$ cat src/rtl/writeback_arbiter.sv
// Writeback arbiter: per-source result FIFOs, round-robin grant, one registered RF write per cycle.
// Optional WB_BYPASS_EN: when every FIFO is empty, an incoming result is written directly (1-edge latency).
module writeback_arbiter #(
  parameter int unsigned NUM_SRC   = 3,
  parameter int unsigned BUF_DEPTH = 2,
  parameter int unsigned XLEN      = 32,
  parameter int unsigned REG_AW    = 5
) (
  input  logic                      CLK,
  input  logic                      RST,
  input  logic                      flush,
  input  logic [NUM_SRC-1:0]        src_valid,
  output logic [NUM_SRC-1:0]        src_ready,
  input  logic [NUM_SRC*REG_AW-1:0] src_rd,
  input  logic [NUM_SRC*XLEN-1:0]   src_wdata,
  output logic                      rf_wen,
  output logic [REG_AW-1:0]         rf_waddr,
  output logic [XLEN-1:0]           rf_wdata,
  output logic [NUM_SRC-1:0]        wb_src,
  output logic                      idle
);

  localparam int unsigned PW = $clog2(BUF_DEPTH);
  localparam int unsigned CW = $clog2(BUF_DEPTH + 1);
  localparam int unsigned SW = (NUM_SRC > 1) ? $clog2(NUM_SRC) : 1;

  logic [NUM_SRC-1:0][REG_AW-1:0] in_rd;
  logic [NUM_SRC-1:0][XLEN-1:0]   in_data;

  assign in_rd   = src_rd;
  assign in_data = src_wdata;

  logic [REG_AW-1:0] mem_rd_q   [NUM_SRC][BUF_DEPTH];
  logic [XLEN-1:0]   mem_data_q [NUM_SRC][BUF_DEPTH];

  logic [NUM_SRC-1:0][PW-1:0] wptr_q, wptr_d;
  logic [NUM_SRC-1:0][PW-1:0] rptr_q, rptr_d;
  logic [NUM_SRC-1:0][CW-1:0] count_q, count_d;
  logic [SW-1:0]              rr_q, rr_d;

  logic [NUM_SRC-1:0] nonempty;
  logic [NUM_SRC-1:0] req;
  logic [NUM_SRC-1:0] push;
  logic [NUM_SRC-1:0] pop;
  logic               bypass;
  logic               gnt;
  logic [SW-1:0]      gnt_idx;
  logic [REG_AW-1:0]  head_rd;
  logic [XLEN-1:0]    head_data;

  logic               rf_wen_q;
  logic [REG_AW-1:0]  rf_waddr_q;
  logic [XLEN-1:0]    rf_wdata_q;
  logic [NUM_SRC-1:0] wb_src_q;

  // Ready is a pure function of the registered count, never of a same-cycle pop.
  always_comb begin
    src_ready = '0;
    nonempty  = '0;
    for (int i = 0; i < int'(NUM_SRC); i++) begin
      src_ready[i] = count_q[i] < CW'(BUF_DEPTH);
      nonempty[i]  = count_q[i] != '0;
    end
  end

  always_comb begin
    int s;
    req     = nonempty;
    bypass  = 1'b0;
`ifdef WB_BYPASS_EN
    if (nonempty == '0 && !flush) begin
      req    = src_valid & src_ready;
      bypass = 1'b1;
    end
`endif
    gnt     = 1'b0;
    gnt_idx = '0;
    // Walk from the farthest candidate back to rr_q so the closest requester wins.
    for (int k = int'(NUM_SRC) - 1; k >= 0; k--) begin
      s = int'(rr_q) + k;
      if (s >= int'(NUM_SRC)) s = s - int'(NUM_SRC);
      if (req[SW'(s)]) begin
        gnt     = 1'b1;
        gnt_idx = SW'(s);
      end
    end
    if (bypass) begin
      head_rd   = in_rd[gnt_idx];
      head_data = in_data[gnt_idx];
    end else begin
      head_rd   = mem_rd_q[gnt_idx][rptr_q[gnt_idx]];
      head_data = mem_data_q[gnt_idx][rptr_q[gnt_idx]];
    end
  end

  always_comb begin
    push    = '0;
    pop     = '0;
    wptr_d  = wptr_q;
    rptr_d  = rptr_q;
    count_d = count_q;
    for (int i = 0; i < int'(NUM_SRC); i++) begin
      push[i] = src_valid[i] & src_ready[i] & ~flush & ~(bypass & gnt & (gnt_idx == SW'(i)));
      pop[i]  = gnt & ~bypass & (gnt_idx == SW'(i));
      if (push[i]) wptr_d[i] = wptr_q[i] + PW'(1);
      if (pop[i])  rptr_d[i] = rptr_q[i] + PW'(1);
      count_d[i] = count_q[i] + CW'(push[i]) - CW'(pop[i]);
      if (flush) begin
        wptr_d[i]  = '0;
        rptr_d[i]  = '0;
        count_d[i] = '0;
      end
    end
    rr_d = rr_q;
    if (gnt) rr_d = (gnt_idx == SW'(NUM_SRC - 1)) ? '0 : gnt_idx + SW'(1);
  end

  always_ff @(posedge CLK) begin
    for (int i = 0; i < int'(NUM_SRC); i++) begin
      if (push[i]) begin
        mem_rd_q[i][wptr_q[i]]   <= in_rd[i];
        mem_data_q[i][wptr_q[i]] <= in_data[i];
      end
    end
  end

  always_ff @(posedge CLK or posedge RST) begin
    if (RST) begin
      wptr_q     <= '0;
      rptr_q     <= '0;
      count_q    <= '0;
      rr_q       <= '0;
      rf_wen_q   <= 1'b0;
      rf_waddr_q <= '0;
      rf_wdata_q <= '0;
      wb_src_q   <= '0;
    end else begin
      wptr_q  <= wptr_d;
      rptr_q  <= rptr_d;
      count_q <= count_d;
      rr_q    <= rr_d;
      if (gnt) begin
        // Writes to x0 are consumed but never reach the register file.
        rf_wen_q   <= head_rd != '0;
        rf_waddr_q <= head_rd;
        rf_wdata_q <= head_data;
        wb_src_q   <= NUM_SRC'(1) << gnt_idx;
      end else begin
        rf_wen_q <= 1'b0;
        wb_src_q <= '0;
      end
    end
  end

  assign rf_wen   = rf_wen_q;
  assign rf_waddr = rf_waddr_q;
  assign rf_wdata = rf_wdata_q;
  assign wb_src   = wb_src_q;
  assign idle     = ~rf_wen_q & (nonempty == '0);

endmodule

$ cat config.mk
export PLATFORM = sky130hd
export DESIGN_NAME = writeback_arbiter
export DESIGN_NICKNAME = d
export VERILOG_FILES = /design/src/rtl/writeback_arbiter.sv
export SDC_FILE = /design/constraint.sdc
export NUM_CORES = 1
export LEC_CHECK = 0
export ABC_AREA = 1
export BUFFER_PORTS_ARGS = -buffer_cell sky130_fd_sc_hd__buf_2
export CAP_MARGIN = 20
export CORE_AREA = 2 2 131 197
export CTS_BUF_LIST = sky130_fd_sc_hd__clkbuf_8
export DETAILED_ROUTE_END_ITERATION = 8
export DIE_AREA = 0 0 133 199
export GPL_ROUTABILITY_DRIVEN = 0
export RECOVER_POWER = 50
export REMOVE_ABC_BUFFERS = 1
export SLEW_MARGIN = 0
export SYNTH_ARGS = -nofsm -noshare
export SYNTH_HDL_FRONTEND = slang
export SYNTH_SLANG_ARGS = --single-unit
$ cat constraint.sdc
create_clock -name CLK -period 7.3 [get_ports CLK]
set_clock_uncertainty 0.1 [all_clocks]
set_input_delay 0.365 -clock CLK [delete_from_list [all_inputs] [get_ports CLK]]
set_output_delay 0.365 -clock CLK [all_outputs]
set_load 0.02 [all_outputs]
### After elaboration in Yosys (flattened, before gate mapping)

Memory sizes are Yosys's and may differ from the RTL's.
Cells that the tools add are included.

| word-level totals | value |
|---|---|
| memories kept | 2 |
| input bits | 117 |
| memory bits (writable) | 222 |
| word-level logic and storage cells | 150 |
| flip-flop bits (word level) | 55 |
| output and inout bits | 45 |

| operators by class | value |
|---|---|
| reductions and logical operators | 15 |
| equal/unequal tests | 2 |
| add/sub/neg operators | 18 |
| shift-type cells | 1 |
| mux-type cells | 65 |
| bitwise logic cells | 16 |
| order comparisons | 17 |

Memory list:

| memory | depth | width | rd ports | clocked after memory_dff | wr ports | RTL line | RTL |
|---|---|---|---|---|---|---|---|
| mem_data_q | 3 | 64 | 1 | 0 | 3 | 34 | `logic [XLEN-1:0] mem_data_q [NUM_SRC][BUF_DEPTH];` |
| mem_rd_q | 3 | 10 | 1 | 0 | 3 | 33 | `logic [REG_AW-1:0] mem_rd_q [NUM_SRC][BUF_DEPTH];` |

Operator list:

| cell | number |
|---|---|
| 32-bit two-way mux | 6 |
| 64-bit two-way mux | 3 |
| 32-bit demux with 1-bit select | 3 |
| 10-bit two-way mux | 3 |
| 5-bit two-way mux | 6 |
| 1-bit two-way mux | 26 |
| 2-bit two-way mux | 10 |
| 2-bit nonzero test | 9 |
| 5-bit demux with 1-bit select | 3 |
| 2-bit by 4-bit less-than comparator with 1-bit output, second input constant | 3 |
| 1-bit bitwise AND | 10 |
| 2-bit >= comparator, second input constant | 5 |
| 1-bit binary-select mux with 2-bit select | 4 |
| 1-bit inverter with 2-bit output | 4 |
| 1-bit adder, second input constant | 6 |
| 2-bit by 1-bit adder with 2-bit output | 3 |
| 3-bit by 2-bit >= comparator with 1-bit output, second input constant | 2 |
| 2-bit by 1-bit less-than comparator with 1-bit output, second input constant | 3 |
| 2-bit less-than comparator, second input constant | 3 |
| 2-bit by 1-bit subtractor with 2-bit output | 3 |
| 2-bit subtractor, second input constant | 3 |
| 5-bit nonzero test | 1 |
| 2-bit by 1-bit adder with 3-bit output, second input constant | 1 |
| 2-bit by 2-bit adder with 3-bit output, second input constant | 1 |
| other kinds (10) | 13 |

### Logic depth before layout (Yosys ltp)

Gate-level depths: netlist of the first run.

| depth | value |
|---|---|
| depth after elaboration | 17 |
| mapped depth | 19 |
| mapped depth without buffers | 18 |

### Worst setup path after synthesis of the first run

No wires, ideal clock.

| timing path | value |
|---|---|
| path type | register to register |
| start point | register count_q[1] (netlist name) |
| end point | memory mem_data_q[0][32] (netlist name) (enable) |
| data arrival time | 2370 ps |
| setup slack | 4399 ps |
| setup time | 431 ps |
| cell stages (with the launch flop) | 6 |
| path buffers | 0 |
| path through | dfrtp_1 > inv_1 > nand2_1 > inv_1 > nand2_1 > nor2_1 |

RTL lines:

| item | RTL line | RTL |
|---|---|---|
| start, declared | 38 | `logic [NUM_SRC-1:0][CW-1:0] count_q, count_d;` |
| start signal, assigned | 140 | `count_q <= count_d;` |
| end, declared | 34 |  |

### Worst setup path in the final report of the first run

| timing path | value |
|---|---|
| start point | register rr_q[1] |
| end point | register rf_wen_q, in the netlist rf_wen |

| on the way | value |
|---|---|
| word-level cells in the longest chain between the ends | 17 |
| elaborated cells on any way between the ends | 35 |
| those cells by class | add/sub: 5; order compare: 3; mux: 24; bitwise: 1; reduce/logical: 1; memory: 1 |

RTL lines:

| item | RTL line | RTL |
|---|---|---|
| start, declared | 39 | `logic [SW-1:0] rr_q, rr_d;` |
| start signal, assigned | 141 | `rr_q <= rr_d;` |
| 2-bit by 2-bit adder with 3-bit output | 80 | `s = int'(rr_q) + k;` |
| 3-bit by 2-bit >= comparator with 1-bit output / 2-bit subtractor (equally long branches) | 81 | `if (s >= int'(NUM_SRC)) s = s - int'(NUM_SRC);` |
| 2-bit two-way mux | 81 |  |
| 1-bit binary-select mux with 2-bit select | 82 | `if (req[SW'(s)]) begin` |
| 1-bit two-way mux (not written as such) (2 in a row) | 82 |  |
| 2-bit two-way mux (3 in a row) | 82 |  |
| 1-bit binary-select mux with 2-bit select | 91 | `head_rd = mem_rd_q[gnt_idx][rptr_q[gnt_idx]];` |
| 1-bit two-way mux (not written as such) | 91 |  |
| 1-bit inverter with 2-bit output (not written as such) | 91 |  |
| 5-bit two-way mux (not written as such) (3 in a row) | 91 |  |
| 5-bit nonzero test | 144 | `rf_wen_q <= head_rd != '0;` |
| 1-bit two-way mux * | 142 | `if (gnt) begin` |
| end signal, assigned | 133 | `rf_wen_q <= 1'b0;` |
| end signal, assigned | 144 |  |
| end signal, assigned | 149 | `rf_wen_q <= 1'b0;` |
| end, declared | 51 | `logic rf_wen_q;` |

Mark *: on every way between the ends. The rest lies on a longest branch, timed or not. The select of a mux whose other input is x is not followed.
A chain may end at the register's enable or synchronous reset.

==> results of run 1 <==
[cells by family after synthesis]
family	count (synthesis)	share of synthesized area, %
xor gates and xnor gates	6	0.479
and+or+nand+nor	345	12.9
DFF	277	73.3
adders and majority gates	8	0.912
AOI/OAI and AO/OA	155	8.56
buffers and inverters	89	3.90
[final cells by class]
type                            instances  share of cell area [%]
Sequential cell                       277                    57.8
Multi-Input combinational cell        514                    18.3
Timing Repair Buffer                  285                    13.6
Clock buffer                           45                    4.45
Tap cell                              328                    2.95
Clock inverter                         31                    1.69
Inverter                               42                    1.13
Antenna cell                            1                  0.0180
[sequential cells by signal (all words and copies together) (netlist names)]
name and flops:
count_q 6, mem_data_q 192, mem_rd_q 30, rf_waddr 5, rf_wdata 32, rf_wen 1, rptr_q 3, rr_q 2
wb_src 3, wptr_q 3
[routing by layer]
layer  vias up  track usage [%]
li1       3669                -
met1      3741             24.5
met2       287             38.5
met3        73             3.31
met4         0             10.8
met5         -                0
[worst reg2reg max path, delay by kind of cell, from the launching register on]
kind / cells / cell delay, ns
fa+ha+maj: 1 / 0.23
buf+inv: 5 / 1.56
flops: 1 / 0.38
simple gates: 12 / 1.93
[synth_stat cells, types with 4 or more instances]
cell,n
clkbuf_1,9
a21oi_1,9
o211ai_1,64
buf_6,5
nand2_1,186
o21ai_1,29
ha_1,8
buf_4,6
buf_2,27
edfxtp_1,222
nor2_1,93
inv_2,4
dfrtp_1,55
nand3_1,50
inv_1,37
o21ai_0,50
[timing repair]
item                      4_1_cts  5_1_grt
gates resized for setup         0        0
hold endpoints to repair      252        0
hold buffers                  113        0
[stage by stage]
stage          cells  area [um2]  worst slack [ns]  utilization [%]
2_1_floorplan    833       10700              2.96                -
3_5_place_dp    1332       12000              2.79             48.6
5_1_grt         1523       13900              2.47             56.1
6_report        1523       13900              2.95             56.1
3_3_place_gp    1332       12000              2.89             48.6
4_1_cts         1521       14000              2.78             56.6
[how the worst max path moves through the flow]
stage	startpoint	end	slack [ns]	cells after the start
after global placement	rr_q[0]	rf_wen	2.89	16
after global routing	rr_q[1]	rf_wen	2.47	18
after detailed placement	rr_q[1]	rf_wen	2.79	17
final	rr_q[1]	rf_wen	2.95	18
after floorplan	rr_q[0]	rf_wen	2.96	17
after CTS	rr_q[1]	rf_wen	2.78	17
[cells in the final DEF (no fill, tap or decap), drive strengths merged]
cell,n
edfxtp,222
nand2,190
clkbuf,156
dlygate4sd3,113
nor2,96
o21ai,79
o211ai,64
buf,61
dfrtp,55
inv,54
nand3,52
clkinv,14
a21oi,9
ha,8
bufinv,4
nor3,3
nand3b,3
xnor2,3
xor2,3
o22ai,3
diode,1
or2,1
clkinvlp,1
==> out/qor.csv, run 1 <==
stage,metric,value,unit
worst_setup_path,worstPathArrival,4.65,ns
synthesis,synthArstFlopShare,19.9,%
clocking,htreeDepth,2,
timing,hold_ws,0.115,ns
global_routing,gr-total-overflow,0,
timing,worst_pin_slew,3.51,ns
synthesis,netlist_instances,880,
cells_and_area,layout.nets,1286,
worst_setup_path,reg2regPathDepth,18,
die,die_h,199,um
clocking,cts.sinks,277,
synthesis,yosysSeqAreaShare,73.3,%
synthesis,yosys_warnings,0,
cells_and_area,drive_above_1_share,11.9,%
timing,hold_viol,0,
global_routing,grtUsageTotal,21.3,%
worst_hold_path,worst_hold_path_type,in -> reg,
timing,period_share,59.6,%
die,die_w,133,um
worst_setup_path,reg2reg_from,rr_q[1],
cells_and_area,area_delta_synth_final,26.8,%
timing,final-setup-viol-count,0,
run_status,violations,"capacitance limit, slew limit",
global_routing,grt_max_degree,82,
route,drc,0,
clocking,root_buffer,clkbuf_8,
clocking,cts_tree,done,
place,dp_hpwl,15.3,mm
synthesis,synth_area_leaders,"edfxtp_1 61%, dfrtp_1 13%, nand2_1 6.4%, o211ai_1 4.4%, nor2_1 3.2%",
route,routedWlPerCell,18.2,um
worst_setup_path,crit_family,simple AND/OR/NAND/NOR gates,
synthesis,yosysTopAreaCell,edfxtp_1,
route,route.met2.wl,14.4,mm
worst_setup_path,crit_chain,inv_1 > ha_1 > inv_2 > nand2_1 > nand3_2 > nand2_2 > nand2_1 > nand2_4 > inv_2 > buf_12 > nand2_1 > nand3_2 > inv_2 > nand2_1 > nand2_1 > nand3_1 > nor2_1 > nor2_1,
place,portBuffers,161,
die,start_util,44.3,%
cells_and_area,nFillCells,2114,
worst_setup_path,setup.worst_path.end_class,register,
worst_setup_path,path_class,reg -> reg,
clocking,clockBufferDepth,3,
route,dr.pass1.iters,5,
worst_setup_path,timing.rr.end,rf_wen,
global_routing,grt_pass1_wl,42.0,mm
synthesis,netlist_area,0.0110,mm2
global_routing,antenna_found_initial,1,
die,rows,71,
route,route.vias.total,7770,
synthesis,synth_top_area_share,60.8,%
timing,fmax,0.230,GHz
cells_and_area,seq_area,0.00804,mm2
worst_setup_path,cp_max_fo,80,
route,vias_per_cell,5.10,
worst_setup_path,critPathRequiredTime,7.59,ns
die,num_io_pins,162,
route,totalWireLength,27.7,mm
worst_hold_path,hold_depth,4,
synthesis,synth_seq_cells,277,
timing,relSlewSlack,-134,%
route,first_iter_violations,469,
cells_and_area,multi_input_area,0.00255,mm2
worst_setup_path,path_buf_inv,5,
global_routing,grt_pass1_vias,7979,
worst_setup_path,reg2reg_slack,2.95,ns
worst_hold_path,worstHoldStart,src_valid[2],
worst_setup_path,cp_common_cell,nand2_1,
route,met1_length,10.7,mm
worst_hold_path,holdPathEnd,wptr_q[2],
synthesis,synth-edff-count,222,
clocking,clk-insertion-delay-late,0.56,ns
worst_setup_path,start_kind,register,
timing,period_needed,4.35,ns
run_status,outcome,"finished, violations left",
die,dieArea,0.0265,mm2
clocking,post-cts-setup-buffer-count,0,
timing,maxSlewViolCount,56,
route,highest_layer,met4,
route,met3_length,1.44,mm
route,detail-route-antenna-nets,0,
timing,grt_setup_unrepaired,false,
clocking,cts-buffers-inserted,41,
worst_setup_path,slowest_stage,nand2_4,
synthesis,synth_area_per_cell,12.5,um2
synthesis,synthFlopType,edfxtp_1,
synthesis,synth_cell_type_count,27,
die,core,0.0248,mm2
clocking,path_clk_slew,0.06,ns
job,cap_viol_max_count,1,
timing,tns,0,ns
worst_setup_path,crit_path_max_incr_delay,0.76,ns
Power of run 1 is left out: the tool's default activity adds up to more than one toggle a clock period on the data nets, which glitch-free logic cannot reach.
==> run 2: changes to the inputs <==
--- a/config.mk
+++ b/config.mk
@@ -5,13 +5,13 @@
 export SDC_FILE = /design/constraint.sdc
 export NUM_CORES = 1
 export LEC_CHECK = 0
-export ABC_AREA = 1
+export ABC_AREA = 0
 export BUFFER_PORTS_ARGS = -buffer_cell sky130_fd_sc_hd__buf_2
 export CAP_MARGIN = 20
-export CORE_AREA = 2 2 131 197
+export CORE_AREA = 2 2 131 196
 export CTS_BUF_LIST = sky130_fd_sc_hd__clkbuf_8
 export DETAILED_ROUTE_END_ITERATION = 8
-export DIE_AREA = 0 0 133 199
+export DIE_AREA = 0 0 133 198
 export GPL_ROUTABILITY_DRIVEN = 0
 export RECOVER_POWER = 50
 export REMOVE_ABC_BUFFERS = 1
==> constraint.sdc (replaced) <==
create_clock -name CLK -period 4.4 [get_ports CLK]
set_clock_uncertainty 0.1 [all_clocks]
set_input_delay 0.22 -clock CLK [delete_from_list [all_inputs] [get_ports CLK]]
set_output_delay 0.22 -clock CLK [all_outputs]
set_load 0.02 [all_outputs]
==> out/qor.csv, run 2 <==
stage,metric,value,unit,change
clocking,cts_tree,done,,unchanged
clocking,path_clk_slew,0.06,ns,about the same
route,drc,0,,unchanged
synthesis,netlist_area,0.0109,mm2,was 0.0110 mm2
worst_setup_path,reg2reg_from,rr_q[0],,was rr_q[1]
power_and_ir_drop,powerDensity,669,mW/mm2,
synthesis,yosys_warnings,0,,unchanged
synthesis,yosys-top-cells-count,"222 x edfxtp_1, 94 x nor2_1, 77 x a21oi_1",,"was 222 x edfxtp_1, 186 x nand2_1, 93 x nor2_1"
clocking,post_cts_resized,0,,unchanged
worst_setup_path,crit_path_max_incr_delay,0.68,ns,was 0.76 ns
synthesis,synthArstFlopShare,19.9,%,unchanged
worst_setup_path,start_kind,register,,unchanged
worst_setup_path,path_buf_inv,4,,was 5
clocking,htreeDepth,2,,unchanged
synthesis,synth_seq_cells,277,,unchanged
worst_hold_path,worst_hold_path_type,in -> reg,,unchanged
clocking,root_buffer,clkbuf_8,,unchanged
global_routing,met3_usage,3.23,%,was 3.31%
global_routing,grtUsageTotal,20.2,%,was 21.3%
place,portBuffers,161,,unchanged
power_and_ir_drop,clockPowerShare,21.3,%,
power_and_ir_drop,sw_frac_of_total,38.8,%,
route,detail-route-antenna-nets,0,,unchanged
timing,period_needed,3.43,ns,was 4.35 ns
cells_and_area,n_antenna_cell,0,,was 1
timing,fmax,0.291,GHz,was 0.230 GHz
route,dr.pass1.iters,4,,was 5
power_and_ir_drop,ir_drop,695,uV,
worst_setup_path,cp_max_fo,76,,was 80
route,route.vias.total,7097,,was 7770
cells_and_area,finish.instance_area,0.0139,mm2,about the same
synthesis,synth_area_per_cell,14.6,um2,was 12.5 um2
worst_setup_path,path_class,reg -> reg,,unchanged
cells_and_area,drive_above_1_share,12.1,%,was 11.9%
place,placed_area,0.0121,mm2,was 0.0120 mm2
route,routedWlPerCell,18.8,um,was 18.2 um
worst_setup_path,setup.worst_path.end_class,register,,unchanged
global_routing,grt_pass1_vias,7383,,was 7979
timing,hold_ws,0.0692,ns,was 0.115 ns
synthesis,netlist_instances,747,,was 880
timing,final-setup-viol-count,0,,unchanged
global_routing,antenna_found_initial,0,,was 1
clocking,cts-buffers-inserted,42,,was 41
synthesis,synth_cell_type_count,47,,was 27
route,vias_per_cell,5.07,,was 5.10
run_status,violations,"capacitance limit, slew limit",,unchanged
timing,relSlewSlack,-5.60,%,was -134%
worst_setup_path,startpoint,rr_q[0],,was rr_q[1]
timing,hold_viol,0,,unchanged
worst_setup_path,worstPathArrival,3.75,ns,was 4.65 ns
global_routing,met2_usage,37.1,%,was 38.5%
global_routing,grt_util_met1,23.6,%,was 24.5%
power_and_ir_drop,p_switching,0.00360,W,
worst_setup_path,slowest_stage,buf_4,,was nand2_4
die,die_h,198,um,was 199 um
place,dp_cells,1208,,was 1332
clocking,clockBufferDepth,3,,unchanged
power_and_ir_drop,combPwrFrac,41.1,%,
place,dp_worst_setup_slack,0.948,ns,was 2.79 ns
global_routing,grt_max_degree,77,,was 82
global_routing,grt_pass1_wl,39.9,mm,was 42.0 mm
job,cap_viol_max_count,2,,was 1
power_and_ir_drop,power.leakage,4.89,nW,
die,start_util,44.0,%,was 44.3%
clocking,clk-insertion-delay-late,0.55,ns,was 0.56 ns
worst_setup_path,crit_chain,inv_1 > ha_1 > nor3b_1 > o2111ai_4 > inv_2 > buf_4 > nor3b_2 > ha_1 > inv_1 > ha_1 > xnor2_1 > xnor2_1 > nor2_1,,was inv_1 > ha_1 > inv_2 > nand2_1 > nand3_2 > nand2_2 > nand2_1 > nand2_4 > inv_2 > buf_12 > nand2_1 > nand3_2 > inv_2 > nand2_1 > nand2_1 > nand3_1 > nor2_1 > nor2_1
synthesis,yosysSeqAreaShare,73.7,%,was 73.3%
cells_and_area,seq_area,0.00804,mm2,unchanged
timing,grt_setup_unrepaired,false,,unchanged
synthesis,synth_top_area_share,61.1,%,was 60.8%
worst_setup_path,crit_family,adder cells,,was simple AND/OR/NAND/NOR gates
cells_and_area,nFillCells,2084,,was 2114
die,core,0.0248,mm2,unchanged
cells_and_area,layout.nets,1164,,was 1286
cells_and_area,final_cell_mix,"222 x edfxtp_1, 117 x clkbuf_1, 115 x dlygate4sd3_1, 88 x nor2_1, 76 x a21oi_1",,"was 222 x edfxtp_1, 185 x nand2_1, 113 x dlygate4sd3_1, 110 x clkbuf_1, 87 x nor2_1"
synthesis,yosysTopAreaCell,edfxtp_1,,unchanged
route,totalWireLength,26.3,mm,was 27.7 mm
worst_hold_path,worstHoldStart,src_valid[1],,was src_valid[2]
synthesis,synth_area_leaders,"edfxtp_1 61%, dfrtp_1 13%, mux2i_1 6.5%, a21oi_1 3.5%, nor2_1 3.2%",,"was edfxtp_1 61%, dfrtp_1 13%, nand2_1 6.4%, o211ai_1 4.4%, nor2_1 3.2%"
timing,period_share,78.0,%,was 59.6%
cells_and_area,final_cells,1399,,was 1523
die,dieArea,0.0263,mm2,was 0.0265 mm2
die,die_w,133,um,unchanged
clocking,cts.sinks,277,,unchanged
power_and_ir_drop,p_int,0.00568,W,
global_routing,gr-total-overflow,0,,unchanged
synthesis,synth-edff-count,222,,unchanged
die,rows,71,,unchanged
synthesis,synthFlopType,edfxtp_1,,unchanged
cells_and_area,largest_reg_flops,192,,unchanged
route,first_iter_violations,358,,was 469
power_and_ir_drop,p_seq_share,37.7,%,
place,dp_hpwl,15.3,mm,about the same
run_status,outcome,"finished, violations left",,unchanged
timing,maxSlewViolCount,28,,was 56
worst_setup_path,cp_common_cell,ha_1,,was nand2_1
cells_and_area,area_delta_synth_final,27.3,%,was 26.8%
global_routing,grt_busiest_layer,met2,,unchanged
synthesis,synth_most_common_cell,edfxtp_1,,unchanged
power_and_ir_drop,power,0.00928,W,
cells_and_area,layout_commonest_cell,edfxtp_1,,unchanged
timing,setup_slack,0.969,ns,was 2.95 ns
cells_and_area,multi_input_area,0.00267,mm2,was 0.00255 mm2
timing,worst_pin_slew,1.58,ns,was 3.51 ns
die,num_io_pins,162,,unchanged
worst_setup_path,critPathRequiredTime,4.71,ns,was 7.59 ns
## run 2: cell types whose count changed in the layout (fill, tap and decap cells not counted), sizes merged, moves of 4 or more
cell	previous run	this run
nand2	190	33
mux2i	0	71
a21oi	9	78
o211ai	64	1
nand3	52	3
o21ai	79	42
a211oi	0	32
inv	54	25
clkbuf	156	167
xnor2	3	12
a31oi	0	8
nor2b	0	6
buf	61	57
bufinv	4	0
## run 2: final timing paths
| kind | endpoint | slack [ns] | cells after the start |
|---|---|---|---|
| max | count_q[1] | 0.97 | 13 |
| min | wptr_q[1] | 0.07 | 4 |
| min in group asynchronous | rf_wdata[20] | 0.57 | 3 |
| max in group asynchronous | rf_wen | 1.48 | 4 |
| max reg2reg | count_q[1] | 0.97 | 13 |
| min reg2reg | rf_waddr[4] | 0.41 | 1 |
## run 2: per-layer routing
layer / vias up / share of wire [%]
met3: 41 / 3.8
li1: 3358 / -
met2: 163 / 54
met5: - / 0
met4: 0 / 2.4
met1: 3535 / 40
## run 2: layout make-up
cell class	count	area share, %
sequential	277	57.9
inverter	13	0.352
timing repair buffer	290	13.9
multi-input combinational	415	19.2
clock inverter	27	0.802
tap	328	2.96
clock buffer	49	4.86
## run 2: worst reg2reg max path: cells and delay by family, from the launching register on
family          cells  cell delay [ns]
compound gates      1             0.15
xor+xnor            2             0.30
fa+ha+maj           3             0.94
buf+inv             4             0.87
flops               1             0.35
simple gates        3             0.61
## run 2: cell families after synthesis
logic type,count (synthesis),synth area share [%]
compound gates,172,9.21
flops,277,73.7
mux,73,6.72
fa+ha+maj,9,1.01
simple gates,149,5.83
xor+xnor,12,0.963
buf+inv,55,2.55
## run 2: power by group through the flow
stage / clock [W] / sequential [W] / combinational, W
2_1_floorplan: 0 / 0.00374 / 0.00240
4_1_cts: 0.00204 / 0.00349 / 0.00391
6_report: 0.00197 / 0.00349 / 0.00381
3_3_place_gp: 0 / 0.00354 / 0.00375
3_5_place_dp: 0 / 0.00354 / 0.00382
5_1_grt: 0.00214 / 0.00354 / 0.00427
## run 2: what timing repair did
| item | in CTS | in global routing |
|---|---|---|
| hold buffers | 115 | 0 |
| buffers inserted | 0 | 0 |
| endpoints found under the hold margin | 262 | 0 |
## run 2: metrics by stage
stage                     utilization (%)  setup TNS, ns
after floorplan                         -        -135.85
after global placement               48.8              0
after detailed placement             48.8              0
after CTS                            56.6              0
after global routing                 56.0              0
final                                56.0              0
No activity file was read; power rests on OpenSTA's default activity.
==> run 3: changes to the inputs <==
--- a/config.mk
+++ b/config.mk
@@ -5,14 +5,15 @@
 export SDC_FILE = /design/constraint.sdc
 export NUM_CORES = 1
 export LEC_CHECK = 0
-export ABC_AREA = 0
+export ABC_AREA = 1
 export BUFFER_PORTS_ARGS = -buffer_cell sky130_fd_sc_hd__buf_2
 export CAP_MARGIN = 20
-export CORE_AREA = 2 2 131 196
+export CORE_AREA = 2 2 131 197
 export CTS_BUF_LIST = sky130_fd_sc_hd__clkbuf_8
 export DETAILED_ROUTE_END_ITERATION = 8
-export DIE_AREA = 0 0 133 198
+export DIE_AREA = 0 0 133 199
 export GPL_ROUTABILITY_DRIVEN = 0
+export PLACE_DENSITY = 0.67
 export RECOVER_POWER = 50
 export REMOVE_ABC_BUFFERS = 1
 export SLEW_MARGIN = 0
==> constraint.sdc (replaced) <==
create_clock -name CLK -period 2.9 [get_ports CLK]
set_clock_uncertainty 0.1 [all_clocks]
set_input_delay 0.145 -clock CLK [delete_from_list [all_inputs] [get_ports CLK]]
set_output_delay 0.145 -clock CLK [all_outputs]
set_load 0.02 [all_outputs]
==> out/qor.csv, run 3 (synthesized netlist as in run 1, its figures left out) <==
stage,metric,value,unit,change
timing,setup_slack,0.296,ns,was 0.969 ns
timing,period_needed,2.60,ns,was 3.43 ns
cells_and_area,final_cells,1541,,was 1399
route,dr.pass1.iters,5,,was 4
worst_setup_path,path_class,reg -> reg,,unchanged
timing,fmax,0.384,GHz,was 0.291 GHz
clocking,htreeDepth,2,,unchanged
worst_setup_path,worstPathArrival,2.93,ns,was 3.75 ns
clocking,cts.sinks,277,,unchanged
clocking,cts_tree,done,,unchanged
route,vias_per_cell,5.11,,was 5.07
global_routing,grt_pass1_vias,7996,,was 7383
global_routing,grtUsageTotal,21.2,%,was 20.2%
timing,period_share,89.8,%,was 78.0%
cells_and_area,drive_above_1_share,13.2,%,was 12.1%
cells_and_area,largest_reg_flops,192,,unchanged
global_routing,grt_max_degree,67,,was 77
die,die_h,199,um,was 198 um
worst_setup_path,setup.worst_path.end_class,register,,unchanged
worst_setup_path,start_kind,register,,unchanged
clocking,root_buffer,clkbuf_8,,unchanged
timing,final-setup-viol-count,0,,unchanged
die,dieArea,0.0265,mm2,was 0.0263 mm2
worst_setup_path,critPathRequiredTime,3.22,ns,was 4.71 ns
run_status,outcome,completed,,"was finished, violations left"
timing,worst_pin_slew,0.927,ns,was 1.58 ns
cells_and_area,area_delta_synth_final,27.8,%,was 27.3%
route,first_iter_violations,514,,was 358
cells_and_area,nFillCells,2060,,was 2084
place,dp_cells,1349,,was 1208
route,routedWlPerCell,18.3,um,was 18.8 um
route,route.vias.total,7875,,was 7097
die,die_w,133,um,unchanged
worst_hold_path,worst_hold_path_type,in -> reg,,unchanged
cells_and_area,seq_area,0.00804,mm2,unchanged
die,core,0.0248,mm2,unchanged
cells_and_area,layout.nets,1305,,was 1164
die,rows,71,,unchanged
route,totalWireLength,28.2,mm,was 26.3 mm
cells_and_area,multi_input_area,0.00255,mm2,was 0.00267 mm2
clocking,clockBufferDepth,3,,unchanged
die,start_util,44.3,%,was 44.0%
global_routing,antenna_found_initial,0,,unchanged
place,portBuffers,161,,unchanged
cells_and_area,final_cell_mix,"222 x edfxtp_1, 185 x nand2_1, 116 x dlygate4sd3_1, 100 x clkbuf_1, 87 x nor2_1",,"was 222 x edfxtp_1, 117 x clkbuf_1, 115 x dlygate4sd3_1, 88 x nor2_1, 76 x a21oi_1"
route,detail-route-antenna-nets,0,,unchanged
cells_and_area,n_antenna_cell,0,,unchanged
worst_setup_path,cp_max_fo,66,,was 76
clocking,cts-buffers-inserted,41,,was 42
timing,grt_setup_unrepaired,false,,unchanged
clocking,path_clk_slew,0.06,ns,about the same
timing,relSlewSlack,38.1,%,was -5.60%
cells_and_area,layout_commonest_cell,edfxtp_1,,unchanged
job,cap_viol_max_count,0,,was 2
route,drc,0,,unchanged
clocking,post-cts-setup-buffer-count,0,,unchanged
timing,maxSlewViolCount,0,,was 28
clocking,clk-insertion-delay-late,0.55,ns,about the same
place,dp_hpwl,17.0,mm,was 15.3 mm
global_routing,grt_pass1_wl,42.2,mm,was 39.9 mm
die,num_io_pins,162,,unchanged
global_routing,gr-total-overflow,0,,unchanged
place,dp_worst_setup_slack,0.304,ns,was 0.948 ns
timing,hold_viol,0,,unchanged
==> run 3: area by class of cell <==
cell class	instances	area share, %
sequential	277	57.3
tap	328	2.93
timing repair buffer	304	15.0
multi-input combinational	514	18.2
clock buffer	44	4.32
inverter	42	1.12
clock inverter	32	1.11
==> run 3: path summary, 6_finish.rpt <==
path                                         end  slack, ns         start  cells after the start
worst min-delay path            mem_data_q[0][2]       0.22  src_wdata[2]                      2
min in group asynchronous           rf_wdata[16]       0.25           RST                      3
worst max-delay path                  count_q[3]       0.30       rr_q[0]                     14
worst max register to register        count_q[3]       0.30       rr_q[0]                     14
worst min register to register         rptr_q[0]       0.37     rptr_q[0]                      1
max in group asynchronous           rf_wdata[11]       1.20           RST                      4
==> run 3: repair_timing <==
item | in CTS | in global routing
endpoints found under the setup margin | 0 | 1
hold endpoints to repair | 263 | 0
resized for setup | 0 | 1
hold buffers | 116 | 0
==> run 3: routing by layer <==
metal,vias to the layer above,part of all wire (%),global-route usage [%]
met2,312,52,38.4
met5,-,0,0
li1,3709,-,-
met1,3778,38,24.0
met4,0,4.0,10.9
met3,76,5.8,3.39
==> run 3: through the flow <==
step	util (%)	cell area [um2]	TNS (ns)	hold WS (ns)
final	56.6	14000	0	0.215
after global routing	56.6	14000	0	0.203
after CTS	57.1	14200	0	0.0634
after detailed placement	49.4	12200	0	0.117
after global placement	49.4	12200	0	0.0982
after floorplan	-	10700	-56.11	0.110
==> run 3: worst max-delay path, stage by stage (launching register included) <==
cell and delay, ns:
dfrtp_1 0.37, inv_1 0.06, ha_1 0.35, inv_1 0.08, nor3_1 0.26, nor2_2 0.08, nand2_2 0.09, nand2_4 0.08
inv_2 0.09, buf_12 0.24, ha_1 0.29, inv_1 0.06, ha_1 0.14, xor2_1 0.14, nor2_1 0.06
Power of run 3 is left out for the same reason.
